--- src/rtl/spi_minion_frame_rx.sv ---
// SPI mode-0 minion: oversamples cs/sclk/mosi on clk, assembles NBITS-bit frames
// into a valid/ready output word and shifts a preloaded response word out on miso.
module spi_minion_frame_rx #(
  parameter int NBITS = 32
) (
  input  logic             clk,
  input  logic             reset,
  input  logic             cs,
  input  logic             sclk,
  input  logic             mosi,
  output logic             miso,
  output logic             miso_oeb,
  output logic [NBITS-1:0] recv_msg,
  output logic             recv_val,
  input  logic             recv_rdy,
  input  logic [NBITS-1:0] send_msg,
  input  logic             send_val,
  output logic             send_rdy,
  output logic             overflow,
  output logic             frame_err
);

  localparam int CW = $clog2(NBITS + 2);

  typedef enum logic {IDLE, ACTIVE} state_t;

  state_t           state;
  logic             cs_p0, cs_p1, cs_p2;
  logic             sclk_p0, sclk_p1, sclk_p2;
  logic             mosi_p0, mosi_p1, mosi_p3;
  logic             cs_fall_p3, cs_rise_p3, sclk_rise_p3, sclk_fall_p3;
  logic [CW-1:0]    cnt;
  logic [NBITS-1:0] rx_q, tx_q;
  logic [CW-1:0]    cnt_upd;
  logic [NBITS-1:0] rx_upd;
  logic             frame_full;

  function automatic logic [CW-1:0] sat_inc(input logic [CW-1:0] c);
    return (c == CW'(NBITS + 1)) ? c : c + 1'b1;
  endfunction

  // p0/p1: two-flop synchronizers; p2: history flop for edge detection
  always_ff @(posedge clk or negedge reset) begin
    if (!reset) begin
      cs_p0   <= 1'b1;
      cs_p1   <= 1'b1;
      cs_p2   <= 1'b1;
      sclk_p0 <= 1'b0;
      sclk_p1 <= 1'b0;
      sclk_p2 <= 1'b0;
      mosi_p0 <= 1'b0;
      mosi_p1 <= 1'b0;
    end else begin
      cs_p0   <= cs;
      cs_p1   <= cs_p0;
      cs_p2   <= cs_p1;
      sclk_p0 <= sclk;
      sclk_p1 <= sclk_p0;
      sclk_p2 <= sclk_p1;
      mosi_p0 <= mosi;
      mosi_p1 <= mosi_p0;
    end
  end

  // p3: registered edge pulses, mosi kept aligned with the sclk edge it belongs to
  always_ff @(posedge clk or negedge reset) begin
    if (!reset) begin
      cs_fall_p3   <= 1'b0;
      cs_rise_p3   <= 1'b0;
      sclk_rise_p3 <= 1'b0;
      sclk_fall_p3 <= 1'b0;
      mosi_p3      <= 1'b0;
    end else begin
      cs_fall_p3   <= cs_p2 & ~cs_p1;
      cs_rise_p3   <= ~cs_p2 & cs_p1;
      sclk_rise_p3 <= ~sclk_p2 & sclk_p1;
      sclk_fall_p3 <= sclk_p2 & ~sclk_p1;
      mosi_p3      <= mosi_p1;
    end
  end

  // The sclk edge of this cycle is folded in before frame completion is judged,
  // so a final sclk edge coinciding with cs release still counts.
  always_comb begin
    cnt_upd = cnt;
    rx_upd  = rx_q;
    if (state == ACTIVE && sclk_rise_p3) begin
      cnt_upd = sat_inc(cnt);
      rx_upd  = {rx_q[NBITS-2:0], mosi_p3};
    end
    frame_full = (cnt_upd == CW'(NBITS));
  end

  always_ff @(posedge clk or negedge reset) begin
    if (!reset) begin
      state     <= IDLE;
      cnt       <= '0;
      rx_q      <= '0;
      tx_q      <= '0;
      recv_msg  <= '0;
      recv_val  <= 1'b0;
      send_rdy  <= 1'b0;
      overflow  <= 1'b0;
      frame_err <= 1'b0;
    end else begin
      send_rdy <= 1'b0;
      if (recv_val && recv_rdy) recv_val <= 1'b0;
      case (state)
        IDLE: begin
          if (cs_fall_p3) begin
            state <= ACTIVE;
            cnt   <= '0;
            rx_q  <= '0;
            if (send_val) begin
              tx_q     <= send_msg;
              send_rdy <= 1'b1;
            end else begin
              tx_q <= '0;
            end
          end
        end
        ACTIVE: begin
          cnt  <= cnt_upd;
          rx_q <= rx_upd;
          if (sclk_fall_p3) tx_q <= {tx_q[NBITS-2:0], 1'b0};
          if (cs_rise_p3) begin
            state <= IDLE;
            if (frame_full) begin
              if (!recv_val || recv_rdy) begin
                recv_msg <= rx_upd;
                recv_val <= 1'b1;
              end else begin
                overflow <= 1'b1;
              end
            end else begin
              frame_err <= 1'b1;
            end
          end
        end
        default: state <= IDLE;
      endcase
    end
  end

  assign miso     = tx_q[NBITS-1];
  assign miso_oeb = cs_p1;

endmodule

--- config.mk ---
export PLATFORM = sky130hd
export DESIGN_NAME = spi_minion_frame_rx
export DESIGN_NICKNAME = d
export VERILOG_FILES = /design/src/rtl/spi_minion_frame_rx.sv
export SDC_FILE = /design/constraint.sdc
export NUM_CORES = 1
export LEC_CHECK = 0
export CAP_MARGIN = 20
export CORE_ASPECT_RATIO = 2
export CORE_MARGIN = 5
export CORE_UTILIZATION = 45
export CTS_CLUSTER_DIAMETER = 60
export DETAILED_ROUTE_END_ITERATION = 10
export PLACE_DENSITY = 0.67
export SLEW_MARGIN = 10
export SYNTH_ARGS = -nofsm -noshare
export SYNTH_HDL_FRONTEND = slang
export SYNTH_SLANG_ARGS = --single-unit
--- constraint.sdc ---
create_clock -name clk -period 3.1 [get_ports clk]
set_input_delay 0.465 -clock clk [delete_from_list [all_inputs] [get_ports clk]]
set_output_delay 0.465 -clock clk [all_outputs]
set_load 0.01 [all_outputs]
**Word-level counts from Yosys, hierarchy flattened**

Cells that the tools add are included.

- Input port bits: 39
- Register bits after elaboration: 120
- Logic and storage cells: 68

- Muxes and demuxes: 22
- Equal/unequal tests: 4
- Add/subtract/negate cells: 1
- Bitwise gates (word level): 11
- Reductions and logical operators: 8

Operators with widths:

| kind | number |
|---|---|
| $mux 32 | 5 |
| $pmux 32 s2 | 2 |
| $mux 6 | 3 |
| $eq 6x6->1 const B | 2 |
| $pmux 6 s2 | 1 |
| $mux 1 | 10 |
| $reduce_and 4->1 | 2 |
| $not 1->1 | 7 |
| $add 6x1->6 const B | 1 |
| $and 1x1->1 | 4 |
| $reduce_and 3->1 | 1 |
| $logic_and 1x1->1 | 2 |
| $ne 2x1->1 const B | 1 |
| $ne 2x2->1 const B | 1 |
| $pmux 1 s2 | 1 |
| $reduce_and 2->1 | 1 |
| $logic_not 1->1 | 1 |
| $logic_or 1x1->1 | 1 |

**Depth between registers and ports, before layout**

- Word-level depth: 7
- Mapped depth: 8
- Gate-level depth less buffers: 7

**Worst setup path before layout**

Ideal clock, no wire load.

- Path kind: register to register
- From: register cnt[1]
- To: register recv_msg[0]
- Data required time: 2.975 ns
- Cell stages (with the launch flop): 9
- Arrival time: 2.114 ns
- Setup time: 0.125 ns
- Path slack: 0.861 ns
- Cells stage by stage: dfrtp_1 inv_1 ha_1 nand4bb_4 a211oi_2 o211ai_2 nor3_4 buf_12 mux2_4

- Word-level cells in the longest chain between the ends: 5
- Elaborated cells between the ends (all ways): 6

RTL lines:

| element | RTL line | RTL |
|---|---|---|
| start: declaration | 32 | `logic [CW-1:0] cnt;` |
| start signal: assignment | 123 | `cnt <= cnt_upd;` |
| $add 6x1->6 / $eq 6x6->1 (equally long branches) | 39 | `return (c == CW'(NBITS + 1)) ? c : c + 1'b1;` |
| $mux 6 | 39 |  |
| $mux 6 * | 87 | `if (state == ACTIVE && sclk_rise_p3) begin` |
| $eq 6x6->1 * | 91 | `frame_full = (cnt_upd == CW'(NBITS));` |
| $reduce_and 4->1 (no source line) * | -- |  |
| end signal: assignment | 130 | `recv_msg <= rx_upd;` |
| end: declaration | 13 | `output logic [NBITS-1:0] recv_msg,` |

Mark *: on every way between the ends. The rest lies on a longest branch, timed or not.
A chain may end at the register's enable or synchronous reset.

**Final worst setup path**

- From: register cnt[0]
- To: register recv_msg[24]

Same word-level chain as after synthesis.

==> results by group <==
Yosys
  – Asr flop ratio synth: 1.00
  – Syn Area/Cell: 10.5 µm²
  – #FFs+latches synth: 120
  – Register area share after synthesis: 0.520
  – Yosys top cell by area: dfrtp_1
  – Mapped Area: 0.00579 mm²
  – Post-synth EDFFs: 0
  – Post-synth top area share: 0.506
  – Primary FF master, synth: dfrtp_1
  – Post-Syn Nets: 591
  – YS warnings: 0
  – Top cells by area, synth: dfrtp_1 (51%), nand2_1 (9.5%), mux2_4 (7.8%)
  – Mapped Cells: 550
  – Yosys cell types: 49

Detailed routing
  – Post-route DRC: 0
  – WL met1: 4780 µm
  – Final ANT Viol Nets: 0
  – DR vias/cell: 5.49
  – Routed WL: 12,300 µm
  – Uppermost layer routed: met4
  – Vias post-DR: 4,261
  – Initial drt markers: 192
  – Routed len/inst: 15.9 µm
  – Routed length on met2: 6680 µm
  – DR WL met3: 575 µm
  – Drt pass-1 iters: 4

Critical path
  – Reg2Reg Capture Point: recv_msg[24]$_DFFE_PN0P_
  – R2R depth: 7
  – Crit path buffers/inverters: 1
  – Worst setup EP type: flop
  – Max FO, Critical Path: 29
  – Critical Path AT: 2.84 ns
  – Critical R2R Launch: cnt[0]$_DFFE_PN0P_
  – CP startpoint kind: flop
  – Critical path type: reg2reg
  – Slowest stage cell, crit path: dfrtp_1
  – Reg2Reg Setup Slack: 0.54 ns
  – CP Cell Sequence: ha_1 > nand4bb_4 > a211oi_2 > o211ai_2 > nor3_4 > buf_12 > mux2_1
  – Crit path max-delay family: flip-flops
  – Critical path required time: 3.38 ns
  – Largest stage delay on the critical path: 0.56 ns

STA
  – Final Hold Viols: 0
  – Least-Margin Pin Slew: 0.826 ns
  – RSZ-0062 raised after global routing: false
  – Setup Viol. Count Final: 0
  – Crit share post-route: 0.826
  – FMAX: 391 MHz
  – Hold_ws: 0.136 ns
  – Setup TNS: 0 ns
  – Rel. slew slack: 0.449
  – Skew final: 0.00799 ns
  – Final min period: 2.56 ns
  – Slew Limit Fails: 0

Final layout
  – Layout cells sized above 1: 0.174
  – Diodes inserted: 0
  – Area Growth Syn to Fin: 24.7%
  – Final cell count without fillers: 776
  – Design Area, Final: 0.00722 mm²
  – Final-stage net count: 654

Power
  – Clk pwr share: 0.425
  – Switching share of total power: 0.269
  – Combinational fraction of design power: 0.149
  – P per Cell Area: 630 mW/mm²
  – Sw Pwr: 1230 µW
  – LEAKAGE: 0.00324 µW
  – Worst IR Drop VDD: 0.497 mV
  – Reg power frac: 0.426
  – Internal power: 3320 µW

Global routing
  – Gr usage total: 0.168
  – Largest net degree at the start of global routing: 64
  – First-pass GRT wire length: 21,200 µm
  – Grt ovf: 0
  – Initial antenna violation count: 0
  – Vias in the first global route: 4,411

Die
  – # rows: 58
  – Chip height: 170 µm
  – Core box area: 0.0126 mm²
  – Die width: 90.2 µm
  – Die Area: 0.0154 mm²
  – Initial core utilization: 0.458
  – I/O pin cnt: 77

Clocking
  – H-tree depth: 4
  – Worst-path clk slew: 0.05 ns
  – Inserted Clock Buffers: 17
  – Post-CTS Setup Bufs: 0
  – Worst-Skew Late Latency: 0.41 ns
  – # resized after CTS: 0
  – Clock sink count: 120
  – Hold_buf cts: 0
  – Root buffer cell: clkbuf_16
  – CTS tree: built
  – Clock buffer depth: 2

Run
  – Max-cap violations: 0

Place
  – Port bufs: 76
  – Detailed placement HPWL: 8270 µm
  – DP Cell Count: 744
  – Routability congestion estimate: 0.810
  – Placed inst area: 0.00663 mm²

Status
  – Run status: finished, final reports clean

Hold path
  – Hold crit path type: in2async
[registers in the layout, summed over array words and instances, names as in the netlist, 6 cells and up]
register  cells
rx_q         32
recv_msg     32
cnt           6
tx_q         32
[layout by cell type (no fill, tap or decap), types with 17 or more instances in the layout]
cell type,Yosys,final
a22oi_1,30,30
a31o_2,21,21
clkbuf_16,0,17
clkdlybuf4s50_1,0,75
dfrtp_1,117,116
mux2_4,30,30
mux2i_1,34,33
nand2_1,147,147
nor2_1,25,25
o21ai_0,33,33
[per-layer routing]
metal / vias to the layer above / global-route usage
met5: - / 0
met4: 0 / 0.0804
met3: 24 / 0.0398
met2: 129 / 0.299
met1: 2062 / 0.188
li1: 2046 / -
[worst reg2reg max path: stages, from the launching register on]
cell	delay (ns)
dfrtp_1	0.56
ha_1	0.26
nand4bb_4	0.19
a211oi_2	0.29
o211ai_2	0.14
nor3_4	0.37
buf_12	0.28
mux2_1	0.35
[how the worst max path moves through the flow]
stage	startpoint	end	cells after the start
after floorplan	cnt[1]$_DFFE_PN0P_	recv_msg[0]$_DFFE_PN0P_	8
after global placement	cnt[0]$_DFFE_PN0P_	recv_msg[24]$_DFFE_PN0P_	7
after detailed placement	cnt[0]$_DFFE_PN0P_	recv_msg[24]$_DFFE_PN0P_	7
after CTS	cnt[0]$_DFFE_PN0P_	recv_msg[24]$_DFFE_PN0P_	7
after global routing	cnt[0]$_DFFE_PN0P_	recv_msg[25]$_DFFE_PN0P_	7
final	cnt[0]$_DFFE_PN0P_	recv_msg[24]$_DFFE_PN0P_	7
[synthesized netlist by cell type, types with 2 or more instances]
cell type,instances
buf_4,2
a31o_2,21
dfrtp_1,117
o21ai_0,33
nor2_1,25
a22oi_1,30
xnor2_1,2
buf_12,3
o2111a_1,2
mux2_4,30
dfstp_2,3
nor2b_1,6
a21oi_1,7
ha_1,2
nand3_1,3
buf_2,2
nand2_1,147
mux2_1,2
inv_1,2
clkbuf_1,29
o22ai_1,16
buf_6,2
buf_1,4
nor3_1,2
mux2i_1,34
[power groups by stage]
stage                     sequential [µW]  clock (µW)  combinational (µW)
after floorplan                      1880           0                 530
after global placement               1950           0                 661
after detailed placement             1960           0                 688
after CTS                            1940        1970                 691
after global routing                 1970        2060                 767
final                                1940        1930                 680
[area by class of cell]
class | instances | area [µm²]
multi-input combinational | 385 | 2550
fill | 1134 | 5410
clock inverter | 8 | 95.1
sequential | 120 | 3010
clock buffer | 24 | 492
inverter | 3 | 11.3
timing repair buffer | 86 | 871
tap | 150 | 188
[logic make-up (layout without fill, tap and decap cells)]
family                     Yosys count  after routing  share of synthesized area
xor gates and xnor gates             3              3                    0.00454
buffers and inverters               45            121                     0.0420
muxes                               66             66                      0.141
adders and majority gates            2              2                    0.00432
AOI/OAI and AO/OA                  120            120                      0.144
and+or+nand+nor                    194            194                      0.144
DFF                                120            120                      0.520
[stage by stage]
stage | setup WS [ns] | power [µW] | utilization
CTS | 0.514 | 4600 | 0.571
finish | 0.540 | 4550 | 0.571
global route | 0.361 | 4800 | 0.571
global placement | 0.636 | 2610 | 0.525
detailed placement | 0.529 | 2650 | 0.525
floorplan | 0.861 | 2410 | -
Note: power is estimated with default switching activity, not from simulation.
